$ cat src/rtl/piso_serializer_pkg.sv
// Shared definitions for the parallel-in / serial-out serializer:
// the FSM state type and the default frame width.
package piso_serializer_pkg;

    localparam int PISO_WIDTH_DEF = 8;

    typedef enum logic [1:0] {
        ST_IDLE  = 2'b00,
        ST_SHIFT = 2'b01,
        ST_DONE  = 2'b10
    } piso_state_e;

endpackage

$ cat src/rtl/piso_serializer_if.sv
// Load handshake, shift strobe and serial output bundle of the serializer.
// The master side offers words and steps bits; the slave side is the serializer.
interface piso_serializer_if #(
    parameter int WIDTH = piso_serializer_pkg::PISO_WIDTH_DEF
);

    logic                       load_valid;
    logic                       load_ready;
    logic [WIDTH-1:0]           load_data;
    logic                       shift_en;
    logic                       sout;
    logic                       sout_valid;
    logic                       last;
    logic [$clog2(WIDTH)-1:0]   bit_cnt;
    logic                       done;
    logic                       busy;

    modport master (
        output load_valid,
        output load_data,
        output shift_en,
        input  load_ready,
        input  sout,
        input  sout_valid,
        input  last,
        input  bit_cnt,
        input  done,
        input  busy
    );

    modport slave (
        input  load_valid,
        input  load_data,
        input  shift_en,
        output load_ready,
        output sout,
        output sout_valid,
        output last,
        output bit_cnt,
        output done,
        output busy
    );

endinterface

$ cat src/rtl/piso_bit_counter.sv
// Index of the frame bit currently on the serial output, with a terminal-count
// flag raised when the last bit of the frame is being presented.
module piso_bit_counter #(
    parameter int WIDTH = piso_serializer_pkg::PISO_WIDTH_DEF
) (
    input  logic                     clk,
    input  logic                     rst,
    input  logic                     clr,
    input  logic                     inc,
    output logic [$clog2(WIDTH)-1:0] cnt,
    output logic                     tc
);

    localparam int CW = $clog2(WIDTH);
    localparam logic [CW-1:0] CNT_LAST = CW'(WIDTH - 1);

    logic [CW-1:0] cnt_r;

    // Counter register: clear wins over increment so a new frame always starts at 0.
    always_ff @(posedge clk) begin
        if (rst) begin
            cnt_r <= {CW{1'b0}};
        end else if (clr) begin
            cnt_r <= {CW{1'b0}};
        end else if (inc) begin
            cnt_r <= cnt_r + CW'(1);
        end else begin
            cnt_r <= cnt_r;
        end
    end

    assign cnt = cnt_r;
    assign tc  = (cnt_r == CNT_LAST);

endmodule

$ cat src/rtl/piso_serializer.sv
// Parallel-in / serial-out serializer: accepts one WIDTH-bit word, presents it
// one bit per shift_en strobe, then pulses done for a single cycle.
module piso_serializer #(
    parameter int WIDTH     = piso_serializer_pkg::PISO_WIDTH_DEF,
    parameter int MSB_FIRST = 1
) (
    input  logic               clk,
    input  logic               rst,
    piso_serializer_if.slave   bus
);

    import piso_serializer_pkg::*;

    localparam int CW = $clog2(WIDTH);

    piso_state_e      state_r;
    piso_state_e      state_next_s;
    logic [WIDTH-1:0] shift_reg_r;
    logic [WIDTH-1:0] shift_reg_next_s;
    logic [WIDTH-1:0] shift_step_s;
    logic             load_take_s;
    logic             cnt_clr_s;
    logic             cnt_inc_s;
    logic [CW-1:0]    cnt_s;
    logic             cnt_tc_s;
    logic             sout_bit_s;

    // The output end of the register depends on the bit order; zeros are shifted in behind.
    generate
        if (MSB_FIRST != 0) begin : g_msb_first
            assign shift_step_s = {shift_reg_r[WIDTH-2:0], 1'b0};
            assign sout_bit_s   = shift_reg_r[WIDTH-1];
        end else begin : g_lsb_first
            assign shift_step_s = {1'b0, shift_reg_r[WIDTH-1:1]};
            assign sout_bit_s   = shift_reg_r[0];
        end
    endgenerate

    assign load_take_s = (state_r == ST_IDLE) && bus.load_valid;
    // Clearing in DONE leaves bit_cnt at 0 whenever the serializer is idle.
    assign cnt_clr_s   = load_take_s || (state_r == ST_DONE);
    assign cnt_inc_s   = (state_r == ST_SHIFT) && bus.shift_en && !cnt_tc_s;

    piso_bit_counter #(
        .WIDTH (WIDTH)
    ) u_bit_counter (
        .clk (clk),
        .rst (rst),
        .clr (cnt_clr_s),
        .inc (cnt_inc_s),
        .cnt (cnt_s),
        .tc  (cnt_tc_s)
    );

    // State and data register.
    always_ff @(posedge clk) begin
        if (rst) begin
            state_r     <= ST_IDLE;
            shift_reg_r <= {WIDTH{1'b0}};
        end else begin
            state_r     <= state_next_s;
            shift_reg_r <= shift_reg_next_s;
        end
    end

    // Next-state and next-data decode; shift_en is only honoured in SHIFT.
    always_comb begin
        state_next_s     = state_r;
        shift_reg_next_s = shift_reg_r;
        case (state_r)
            ST_IDLE: begin
                if (bus.load_valid) begin
                    state_next_s     = ST_SHIFT;
                    shift_reg_next_s = bus.load_data;
                end else begin
                    state_next_s     = ST_IDLE;
                end
            end
            ST_SHIFT: begin
                if (bus.shift_en) begin
                    if (cnt_tc_s) begin
                        state_next_s     = ST_DONE;
                    end else begin
                        state_next_s     = ST_SHIFT;
                        shift_reg_next_s = shift_step_s;
                    end
                end else begin
                    state_next_s     = ST_SHIFT;
                end
            end
            ST_DONE: begin
                state_next_s = ST_IDLE;
            end
            default: begin
                state_next_s     = ST_IDLE;
                shift_reg_next_s = {WIDTH{1'b0}};
            end
        endcase
    end

    // Outputs decode from registered state only, so no input reaches them combinationally.
    assign bus.load_ready = (state_r == ST_IDLE);
    assign bus.sout_valid = (state_r == ST_SHIFT);
    assign bus.sout       = (state_r == ST_SHIFT) ? sout_bit_s : 1'b0;
    assign bus.last       = (state_r == ST_SHIFT) && cnt_tc_s;
    assign bus.bit_cnt    = cnt_s;
    assign bus.done       = (state_r == ST_DONE);
    assign bus.busy       = (state_r == ST_SHIFT) || (state_r == ST_DONE);

endmodule

$ cat src/flat_wrapper.sv
// flat-port wrapper written by rule: the top's interface ports become plain ports
module piso_serializer_flat import piso_serializer_pkg::*;
#(
    parameter int WIDTH     = piso_serializer_pkg::PISO_WIDTH_DEF,
    parameter int MSB_FIRST = 1
)
  (clk, rst, bus_load_valid, bus_load_data, bus_shift_en, bus_load_ready, bus_sout, bus_sout_valid, bus_last, bus_bit_cnt, bus_done, bus_busy);
  piso_serializer_if #(.WIDTH(WIDTH)) bus_i ();
  input  logic clk;
  input  logic rst;
  input wire logic [$bits(bus_i.load_valid)-1:0] bus_load_valid;
  input wire logic [$bits(bus_i.load_data)-1:0] bus_load_data;
  input wire logic [$bits(bus_i.shift_en)-1:0] bus_shift_en;
  output wire logic [$bits(bus_i.load_ready)-1:0] bus_load_ready;
  output wire logic [$bits(bus_i.sout)-1:0] bus_sout;
  output wire logic [$bits(bus_i.sout_valid)-1:0] bus_sout_valid;
  output wire logic [$bits(bus_i.last)-1:0] bus_last;
  output wire logic [$bits(bus_i.bit_cnt)-1:0] bus_bit_cnt;
  output wire logic [$bits(bus_i.done)-1:0] bus_done;
  output wire logic [$bits(bus_i.busy)-1:0] bus_busy;
  assign bus_i.load_valid = bus_load_valid;
  assign bus_i.load_data = bus_load_data;
  assign bus_i.shift_en = bus_shift_en;
  assign bus_load_ready = bus_i.load_ready;
  assign bus_sout = bus_i.sout;
  assign bus_sout_valid = bus_i.sout_valid;
  assign bus_last = bus_i.last;
  assign bus_bit_cnt = bus_i.bit_cnt;
  assign bus_done = bus_i.done;
  assign bus_busy = bus_i.busy;
  piso_serializer #(.WIDTH(WIDTH), .MSB_FIRST(MSB_FIRST)) u_core (.clk(clk), .rst(rst), .bus(bus_i));
endmodule
$ cat config.mk
export PLATFORM = sky130hd
export DESIGN_NAME = piso_serializer_flat
export DESIGN_NICKNAME = d
export VERILOG_FILES = /design/src/rtl/piso_serializer_pkg.sv /design/src/rtl/piso_serializer_if.sv /design/src/rtl/piso_bit_counter.sv /design/src/rtl/piso_serializer.sv /design/src/flat_wrapper.sv
export SDC_FILE = /design/constraint.sdc
export NUM_CORES = 1
export LEC_CHECK = 0
export BUFFER_PORTS_ARGS = -buffer_cell sky130_fd_sc_hd__buf_2
export CAP_MARGIN = 20
export CORE_MARGIN = 2
export CORE_UTILIZATION = 30
export DETAILED_ROUTE_END_ITERATION = 10
export GPL_TIMING_DRIVEN = 0
export MAX_ROUTING_LAYER = met4
export RECOVER_POWER = 100
export SKIP_CTS_REPAIR_TIMING = 1
export SYNTH_ARGS = -nofsm -noshare
export SYNTH_HDL_FRONTEND = slang
export SYNTH_SLANG_ARGS = --single-unit
export TNS_END_PERCENT = 5
$ cat constraint.sdc
create_clock -name clk -period 1.95 [get_ports clk]
set_clock_uncertainty 0.2 [all_clocks]
set_input_delay 0 -clock clk [delete_from_list [all_inputs] [get_ports clk]]
set_output_delay 0 -clock clk [all_outputs]
set_load 0.005 [all_outputs]
==> impl_metrics.env <==
export IMPL_setup_viol=0
export IMPL_routed_via_count=620
export IMPL_numPlacedInstances=120
export IMPL_max_vdd_ir_drop_v=0.000438
export IMPL_grt_usage_pct=12.2
export IMPL_cpMostUsedCell="ha_2"
export IMPL_yosysSeqAreaShare_pct=35.6
export IMPL_hold_ws_ns=0.285
export IMPL_yosysTopAreaCell="dfxtp_1"
export IMPL_ys_types=21
export IMPL_endpoint_kind="flip-flop"
export IMPL_port_buffer_count=19
export IMPL_hp_class="flip-flop to flip-flop"
export IMPL_overflow=0
export IMPL_wl_per_cell_um=11.1
export IMPL_synth_cells=73
export IMPL_holdPathStages=2
export IMPL_finalHoldViolCount=0
export IMPL_worstSetupStartpointType="flip-flop"
export IMPL_fmax_mhz=524
export IMPL_fin_area_mm2=0.00102
export IMPL_path_class="flip-flop to flip-flop"
export IMPL_synth_avg_cell_area_um2=10.0
export IMPL_fillers=234
export IMPL_crit_buf_inv=1
export IMPL_crit_family="adder cells"
export IMPL_cp_depth=6
export IMPL_final_util_pct=45.1
export IMPL_yosys_area_top_type_share_pct=35.6
export IMPL_core_mm2=0.00225
export IMPL_die_width_um=53.4
export IMPL_synth_area_um2=731
export IMPL_cts_tree="done"
export IMPL_ioPinCount=21
export IMPL_initial_utilization_pct=32.4
export IMPL_antennaDiodeCount=0
export IMPL_dieHeight_um=53.4
export IMPL_drcViolationCount=0
export IMPL_path_max_fanout=8
export IMPL_num_nets_final=127
export IMPL_cpPeakStageDelay_ns=0.34
export IMPL_place_congestion=0.686
export IMPL_cts_path_max_buffers=2
export IMPL_h_tree_depth=1
export IMPL_rows=17
export IMPL_antenna_found_initial=0
export IMPL_clk_latency_ns=0.28
export IMPL_synth_nets=90
export IMPL_power_density_mw_per_mm2=590
export IMPL_wl_met3_um=92
export IMPL_clkTransAtPathRegs_ns=0.08
export IMPL_grt_max_degree=11
export IMPL_critPathSlowestCell="dfxtp_2"
export IMPL_status="finished, final reports clean"
export IMPL_grt_pass1_wl_um=2440
export IMPL_via_per_inst=4.53
export IMPL_synthTopCellsByArea="dfxtp_1 36%, mux2_4 14%, ha_1 8.6%, a22oi_1 8.2%, nor2b_1 6.0%"
export IMPL_worstPathArrival_ns=1.88
export IMPL_drive_above_1_share_pct=34.9
export IMPL_power_leakage_nw=0.500
export IMPL_place_area_um2=861
export IMPL_area_growth_pct=39.2
export IMPL_tightest_slew_ns=0.458
export IMPL_first_global_vias=549
export IMPL_fin_crit_sh_pct=97.9
export IMPL_route_met2_wl_um=664
export IMPL_die_area_mm2=0.00285
export IMPL_ant_nets=0
export IMPL_reg2reg_depth=6
export IMPL_m1WireLength_um=768
export IMPL_ctsRootBufferMaster="clkbuf_4"
export IMPL_first_pass_iters=4
export IMPL_numCtsBuffers=3
export IMPL_ys_ff_latch=13
export IMPL_drv_cap=0
export IMPL_period_needed_ns=1.91
export IMPL_maxUsedRoutingLayer="met3"
export IMPL_wl_um=1530
export IMPL_path_cells="ha_2 > ha_2 > nand2b_1 > a221o_1 > buf_6 > mux2_4"
export IMPL_cts_sinks=13
export IMPL_drtIter0Drc=9
export IMPL_stdcell_count=137
export IMPL_synth_warnings=0
export IMPL_drv_slew=0
export IMPL_critPathRequiredTime_ns=1.92
export IMPL_hpwl_um=1010
export IMPL_maxSlewHeadroom_pct=69.5
-- final cells by class --
class | count | area (um2) | area share [%]
inverters | 3 | 11.3 | 1.11
well taps | 28 | 35.0 | 3.44
plain buffers | 5 | 35.0 | 3.44
flip-flops and latches | 13 | 262 | 25.7
repair buffers | 32 | 219 | 21.5
multi-input cells | 52 | 429 | 42.2
clock buffers | 4 | 26.3 | 2.58
-- cells in the mapped netlist, drive strengths merged --
library cell	count
a211o	1
a221o	1
a22oi	8
and2	2
and3b	1
buf	4
clkbuf	1
dfxtp	13
ha	5
inv	3
mux2	7
mux2i	3
nand2	1
nand2b	2
nand3b	2
nor2	11
nor2b	7
xor2	1
-- worst reg2reg max path, delay by kind of cell, from the launching register on --
kind	cells	cell delay [ns]
adders and majority gates	2	0.35
DFF	1	0.34
muxes	1	0.30
buffers and inverters	1	0.15
and+or+nand+nor	1	0.14
AOI/OAI and AO/OA	1	0.32
-- cells by family (layout without fill, tap and decap cells) --
| kind of cell | Yosys count | in the layout | share of synthesized area [%] |
|---|---|---|---|
| buffers and inverters | 8 | 44 | 6.33 |
| AND/OR/NAND/NOR | 26 | 26 | 19.0 |
| AO/OA/AOI/OAI | 10 | 10 | 10.8 |
| flip-flops | 13 | 13 | 35.6 |
| adder cells (fa/ha/maj) | 5 | 5 | 8.56 |
| XOR/XNOR | 1 | 1 | 1.20 |
| multiplexers | 10 | 10 | 18.5 |
-- where the power goes --
group	leakage, nW	internal, mW	switching [mW]
clock	0.0150	0.0794	0.0906
sequential	0.107	0.282	0.00755
combinational	0.378	0.0816	0.0581
-- layer usage --
layer	vias up	track usage, %
met5	-	-
met4	0	2.56
met1	280	16.3
li1	321	-
met3	0	4.24
met2	19	17.7
-- registers in the layout, indices dropped and copies added (netlist names) --
name,cells
u_core.state_r,2
u_core.u_bit_counter.cnt,3
u_core.shift_reg_r,8
-- final timing paths --
| kind | start | endpoint | slack [ns] |
|---|---|---|---|
| setup / recovery | u_core.u_bit_counter.cnt[0] | u_core.shift_reg_r[3] | 0.04 |
| hold / removal | u_core.shift_reg_r[0] | u_core.shift_reg_r[0] | 0.28 |
| setup reg to reg | u_core.u_bit_counter.cnt[0] | u_core.shift_reg_r[3] | 0.04 |
| hold reg to reg | u_core.shift_reg_r[0] | u_core.shift_reg_r[0] | 0.28 |
-- placed cells by master (no fill, tap or decap), types with 4 or more instances in the layout --
cell type       n
a22oi_1         8
buf_2          19
buf_4           4
dfxtp_1        12
dlygate4sd3_1  11
mux2_4          7
nor2_1         11
nor2b_1         7
-- through the flow --
step / setup slack, ns / power, mW / setup TNS (ns)
6_report: 0.0417 / 0.600 / 0
4_1_cts: -0.0141 / 0.591 / -0.0575
3_3_place_gp: 0.0142 / 0.414 / 0
5_1_grt: -0.00221 / 0.636 / -0.00221
3_5_place_dp: 0.00800 / 0.416 / 0
2_1_floorplan: 0.0611 / 0.383 / 0
No activity file was read; power rests on OpenSTA's default activity.
